File: config.mk
export PLATFORM = sky130hd
export DESIGN_NAME = store_buffer
export DESIGN_NICKNAME = d
export VERILOG_FILES = /design/src/rtl/store_buffer_pkg.sv /design/src/rtl/store_buffer_fifo.sv /design/src/rtl/store_buffer.sv
export SDC_FILE = /design/constraint.sdc
export NUM_CORES = 1
export LEC_CHECK = 0
export CELL_PAD_IN_SITES_DETAIL_PLACEMENT = 1
export CELL_PAD_IN_SITES_GLOBAL_PLACEMENT = 2
export CORE_MARGIN = 10
export CORE_UTILIZATION = 31
export DETAILED_ROUTE_END_ITERATION = 16
export GPL_TIMING_DRIVEN = 0
export MAX_ROUTING_LAYER = met4
export PLACE_DENSITY = 0.71
export SYNTH_ARGS = -nofsm -noshare
export SYNTH_HDL_FRONTEND = slang
export SYNTH_HIERARCHICAL = 1
export SYNTH_SLANG_ARGS = --single-unit
export TNS_END_PERCENT = 30
File: constraint.sdc
create_clock -name Clk -period 9.1 [get_ports Clk]
set_clock_uncertainty 0.2 [all_clocks]
set_input_delay 0.91 -clock Clk [delete_from_list [all_inputs] [get_ports Clk]]
set_output_delay 0.91 -clock Clk [all_outputs]
set_load 0.005 [all_outputs]
File: src/rtl/store_buffer_pkg.sv
// Shared definitions for the store buffer: width codes, default depth and
// the word-address compare used for load/store overlap detection.
package store_buffer_pkg;

    localparam int DEPTH_DEFAULT = 4;

    localparam logic [1:0] CON_WORD = 2'd0;
    localparam logic [1:0] CON_HALF = 2'd1;
    localparam logic [1:0] CON_BYTE = 2'd2;
    localparam logic [1:0] CON_BAD  = 2'd3;

    // Two byte addresses overlap when they fall in the same 32-bit word of
    // the 8 KiB data memory window.
    function automatic logic word_match(input logic [31:0] a, input logic [31:0] b);
        return a[12:2] == b[12:2];
    endfunction

endpackage

File: src/rtl/store_buffer_fifo.sv
// Circular entry array holding pending stores, with read/write pointers and
// an occupancy count. Exposes per-slot valid bits and addresses so the
// parent can check pending stores against an incoming load.
module store_buffer_fifo
    import store_buffer_pkg::*;
#(
    parameter int DEPTH = DEPTH_DEFAULT
) (
    input  logic                      Clk,
    input  logic                      reset,
    input  logic                      i_push,
    input  logic [31:0]               i_addr,
    input  logic [31:0]               i_data,
    input  logic [1:0]                i_con,
    input  logic                      i_pop,
    output logic [31:0]               o_head_addr,
    output logic [31:0]               o_head_data,
    output logic [1:0]                o_head_con,
    output logic [$clog2(DEPTH):0]    o_count,
    output logic [DEPTH-1:0]          o_slot_valid,
    output logic [DEPTH*32-1:0]       o_slot_addr
);

    localparam int PW = $clog2(DEPTH);
    localparam int CW = PW + 1;
    localparam logic [CW-1:0] FULL = CW'(DEPTH);

    logic [31:0]   r_addr [DEPTH];
    logic [31:0]   r_data [DEPTH];
    logic [1:0]    r_con  [DEPTH];
    logic [PW-1:0] r_wr_ptr;
    logic [PW-1:0] r_rd_ptr;
    logic [CW-1:0] r_count;

    logic w_do_push;
    logic w_do_pop;

    assign w_do_push = i_push && (r_count != FULL);
    assign w_do_pop  = i_pop && (r_count != '0);

    // Pointer and occupancy bookkeeping; the only state cleared by reset.
    // NOTE: sequential state uses non-blocking assignments so every register
    // samples the pre-edge values, independent of statement order.
    always_ff @(posedge Clk or negedge reset) begin
        if (!reset) begin
            r_wr_ptr <= '0;
            r_rd_ptr <= '0;
            r_count  <= '0;
        end else begin
            if (w_do_push) r_wr_ptr <= r_wr_ptr + PW'(1);
            if (w_do_pop)  r_rd_ptr <= r_rd_ptr + PW'(1);
            case ({w_do_push, w_do_pop})
                2'b10:   r_count <= r_count + CW'(1);
                2'b01:   r_count <= r_count - CW'(1);
                default: r_count <= r_count;
            endcase
        end
    end

    // Payload write at the tail slot.
    // NOTE: the payload array has no reset; slot validity comes only from the
    // pointers and count, so stale contents are never observed.
    always_ff @(posedge Clk) begin
        if (w_do_push) begin
            r_addr[r_wr_ptr] <= i_addr;
            r_data[r_wr_ptr] <= i_data;
            r_con[r_wr_ptr]  <= i_con;
        end
    end

    assign o_head_addr = r_addr[r_rd_ptr];
    assign o_head_data = r_data[r_rd_ptr];
    assign o_head_con  = r_con[r_rd_ptr];
    assign o_count     = r_count;

    // A slot is live when its distance from the head is below the count.
    for (genvar g = 0; g < DEPTH; g++) begin : g_slot
        logic [PW-1:0] w_off;
        assign w_off                    = PW'(g) - r_rd_ptr;
        assign o_slot_valid[g]          = {1'b0, w_off} < r_count;
        assign o_slot_addr[g*32 +: 32]  = r_addr[g];
    end

endmodule

File: src/rtl/store_buffer.sv
// Store buffer between the pipeline and data memory. Stores are queued and
// drained in order whenever the memory port is not taken by a load; loads
// that overlap a pending (or same-cycle) store are stalled until it drains.
module store_buffer
    import store_buffer_pkg::*;
#(
    parameter int DEPTH = DEPTH_DEFAULT
) (
    input  logic                      Clk,
    input  logic                      reset,
    input  logic                      st_valid,
    input  logic [31:0]               st_addr,
    input  logic [31:0]               st_data,
    input  logic [1:0]                st_con,
    output logic                      st_ready,
    input  logic                      ld_valid,
    input  logic [31:0]               ld_addr,
    output logic                      ld_stall,
    output logic [31:0]               MemAddr,
    output logic [31:0]               Memdata,
    output logic                      MemWrite,
    output logic [1:0]                dmCon,
    output logic                      empty,
    output logic [$clog2(DEPTH):0]    count,
    output logic                      st_err
);

    localparam int CW = $clog2(DEPTH) + 1;

    logic                w_accept;
    logic                w_push;
    logic                w_pop;
    logic                w_load_go;
    logic                w_hit;
    logic [31:0]         w_head_addr;
    logic [31:0]         w_head_data;
    logic [1:0]          w_head_con;
    logic [DEPTH-1:0]    w_slot_valid;
    logic [DEPTH*32-1:0] w_slot_addr;
    logic                r_st_err;

    // Full means full: no same-cycle bypass even when a drain is happening.
    assign st_ready  = count < CW'(DEPTH);
    assign empty     = (count == '0);
    assign w_accept  = st_valid && st_ready;
    assign w_push    = w_accept && (st_con != CON_BAD);
    assign ld_stall  = ld_valid && w_hit;
    assign w_load_go = ld_valid && !ld_stall;
    assign w_pop     = !w_load_go && !empty;
    assign st_err    = r_st_err;

    store_buffer_fifo #(.DEPTH(DEPTH)) u_fifo (
        .Clk          (Clk),
        .reset        (reset),
        .i_push       (w_push),
        .i_addr       (st_addr),
        .i_data       (st_data),
        .i_con        (st_con),
        .i_pop        (w_pop),
        .o_head_addr  (w_head_addr),
        .o_head_data  (w_head_data),
        .o_head_con   (w_head_con),
        .o_count      (count),
        .o_slot_valid (w_slot_valid),
        .o_slot_addr  (w_slot_addr)
    );

    // Load overlap check against every live entry plus the one entering now.
    // NOTE: the default assignment first keeps this purely combinational;
    // without it a missed path would infer a latch.
    always_comb begin
        w_hit = 1'b0;
        if (w_push && word_match(st_addr, ld_addr)) w_hit = 1'b1;
        for (int i = 0; i < DEPTH; i++) begin
            if (w_slot_valid[i] && word_match(w_slot_addr[i*32 +: 32], ld_addr)) w_hit = 1'b1;
        end
    end

    // Memory port mux: an unstalled load has priority, else drain the head.
    always_comb begin
        MemAddr  = '0;
        Memdata  = '0;
        MemWrite = 1'b0;
        dmCon    = CON_WORD;
        if (w_load_go) begin
            MemAddr = ld_addr;
        end else if (w_pop) begin
            MemAddr  = w_head_addr;
            Memdata  = w_head_data;
            dmCon    = w_head_con;
            MemWrite = 1'b1;
        end
    end

    // One-cycle error flag for an accepted store with an invalid width code.
    always_ff @(posedge Clk or negedge reset) begin
        if (!reset) r_st_err <= 1'b0;
        else        r_st_err <= w_accept && (st_con == CON_BAD);
    end

endmodule

==> results by group <==
Layout
  • Commonest non-fill, non-tap cell in the layout: edfxtp_1
  • Fillers: 3749
  • Most frequent cells in the layout: edfxtp_1, clkdlybuf4s50_1, mux4_2
  • NumNets Final: 920
  • Share of cells above drive strength 1: 19.28%
  • P&R area growth vs syn: 28.17%

Detailed routing
  • DRT Pass-1 Iters: 4
  • Drt wl/cell: 22.01 µm
  • M1 WL: 13260 µm
  • Vias: 6198
  • DR iter-0 viols: 287
  • Routed WL: 29540 µm
  • Met3 wire length: 1512 µm
  • Vias/cell: 4.618
  • DR top layer: met4
  • ANT nets after route: 0
  • Met2 wire len: 14390 µm
  • Residual DRC: 0

Placement
  • Port bufs: 164
  • Hpwl dp: 19800 µm
  • Setup slack at placement: 4097 ps
  • RePlAce Congestion: 0.7659

Job
  • Max-Cap Viols: 0

Clock tree
  • CTS Root Cell: clkbuf_16
  • Hold Buf Count CTS: 0
  • H-tree level count: 1
  • Clock tree buffer depth: 3
  • # clock sinks: 272
  • CTS tree: built
  • Postcts setup bufs: 0
  • Post-CTS sizing: 0
  • Cts bufs inserted: 31
  • Clock slew at reported path FFs: 60 ps
  • Worst skew pair latency: 570 ps

Pwr
  • Combinational Power Share: 35.1%
  • Pleak: 4.929 nW
  • Power Density: 279.8 nW/µm²
  • Sw power: 1.212 mW
  • Pint: 3.040 mW
  • Clock network fraction of total power: 27.2%
  • Worst ir drop on vdd: 144.5 µV
  • Sw Ratio: 28.50%
  • Flop pwr share: 37.7%

Floorplanning
  • Initial Util: 31.47%
  • I/O pin total: 176
  • Die Height: 215.5 µm
  • Die area: 46460 µm²
  • Row count: 71
  • Core area: 37670 µm²
  • Die W: 215.5 µm

Logic synthesis
  • Syn Inst Count: 607
  • Post-synthesis sequential area ratio: 68.57%
  • Flops & latches, synth: 272
  • Synthesized Nets: 719
  • Syn Std Cell Area: 11850 µm²
  • Count of different cell masters after synthesis: 37
  • Post-synth ARST share: 2.941%
  • Number of flops mapped to enable cells by yosys: 264
  • Mapped Avg Cell Area: 19.53 µm²
  • Main synth FF type: edfxtp_1
  • Yosys warns: 6

GRT
  • Initial antenna violation count: 0
  • GRT overflow: 0
  • Vias in the first global route: 6891
  • Pin count of the biggest net entering global routing: 50
  • GRT Util Overall: 12.80%
  • First-pass GRT wire length: 44420 µm

STA
  • Tmin final: 5244 ps
  • Setup tns final: 0 ps
  • Worst-Margin Slew: 953.0 ps
  • Endpoints failing setup: 0
  • Setup WS post-layout: 3856 ps
  • Final Hold Vio Count: 0
  • RSZ-0062 raised after global routing: false
  • Worst slew margin: 36.12%
  • F_max: 190.7 MHz
  • Slew Limit Fails: 0
  • Fin crit share: 57.63%

Critical path
  • WP data required: 7990 ps
  • Arrival @ worst endpoint: 4130 ps
  • Element type at the critical path start: flip-flop
  • CP max FO: 10
  • Critical path type: reg -> out
  • CP Capture Type: output port

Run status
  • Status: complete, no violations

Hold path
  • Hold WC Path Type: reg -> reg
## Yosys cell counts (all sizes together), types with 6 or more instances
cell type,n,share of area [%]
and2,38,2.0
buf,33,2.7
ha,9,0.95
dfrtp,8,1.7
inv,11,0.35
nor3,6,0.48
nor2b,32,1.7
mux4,66,13
edfxtp,264,67
mux2,33,3.1
xnor2,58,4.4
nand4,14,0.74
## flip-flops by register name (all words and copies together), names as in the netlist
register / flops
u_fifo/r_addr: 128
u_fifo/r_data: 128
u_fifo/r_wr_ptr: 2
u_fifo/r_con: 8
u_fifo/r_rd_ptr: 2
u_fifo/o_count: 3
st_err: 1
## per-layer routing
layer | up-vias | global-route usage [%]
met3 | 31 | 2.699
met5 | - | -
met4 | 0 | 2.535
met2 | 155 | 21.04
met1 | 3222 | 16.10
li1 | 2790 | -
## power by group through the flow
stage	registers (mW)	logic (mW)	clock network [mW]
5_1_grt	1.61	1.64	1.25
3_5_place_dp	1.63	1.55	0
3_3_place_gp	1.64	1.52	0
4_1_cts	1.60	1.55	1.20
2_1_floorplan	1.62	0.898	0
6_report	1.60	1.49	1.16
## final timing paths
kind	to	cells past startpoint	slack, ps	start
worst max register to register	u_fifo/o_count[2]$_DFFE_PN0P_	19	4730	u_fifo/r_rd_ptr[1]$_DFFE_PN0P_
worst min-delay path	u_fifo/r_wr_ptr[1]$_DFFE_PN0P_	1	390	u_fifo/r_wr_ptr[1]$_DFFE_PN0P_
worst max-delay path	Memdata[6]	14	3860	u_fifo/r_rd_ptr[1]$_DFFE_PN0P_
min in group asynchronous	st_err$_DFF_PN0_	1	460	reset
worst min register to register	u_fifo/r_wr_ptr[1]$_DFFE_PN0P_	1	390	u_fifo/r_wr_ptr[1]$_DFFE_PN0P_
max in group asynchronous	u_fifo/r_wr_ptr[0]$_DFFE_PN0P_	1	7950	reset
## critical path, stage by stage, from the launching register on
cell and delay (ps):
dfrtp_1 340, buf_2 200, buf_2 340, xor2_1 230
inv_1 70, ha_1 270, a21oi_1 110, or2_2 140
nand4_1 100, nor3_2 280, nor3_4 100, a31oi_4 470
buf_6 220, and2_1 170, clkdlybuf4s50_1 530
## area by class of cell
type                            instances  area (µm²)  area share (%)
Antenna cell                            1       2.502         0.01647
Multi-Input combinational cell        288        3359           22.11
Inverter                               11       41.29          0.2718
Clock buffer                           40       809.5           5.328
Timing Repair Buffer                  168        1752           11.53
Buffer                                 36       335.3           2.207
Clock inverter                         15       126.4          0.8318
Tap cell                              511       639.4           4.208
Sequential cell                       272        8128           53.50
## stage by stage
step / power (mW) / instances / area, µm² / hold WS [ps] / utilization (%)
after floorplan: 2.515 / 607 / 11850 / 334.0 / -
after global placement: 3.158 / 1282 / 14130 / 374.5 / 37.53
after detailed placement: 3.173 / 1286 / 14250 / 384.9 / 37.85
after CTS: 4.354 / 1341 / 15190 / 398.5 / 40.33
after global routing: 4.495 / 1341 / 15190 / 446.1 / 40.33
final: 4.251 / 1342 / 15190 / 394.4 / 40.34
## kinds of logic after synthesis
family          Yosys count  share of synthesized area (%)
buf+inv                  47                          3.177
mux                      99                          15.71
simple gates            106                          5.879
compound gates           11                         0.8444
fa+ha+maj                10                          1.119
xor+xnor                 62                          4.708
flops                   272                          68.57
No activity file was read; power rests on OpenSTA's default activity.
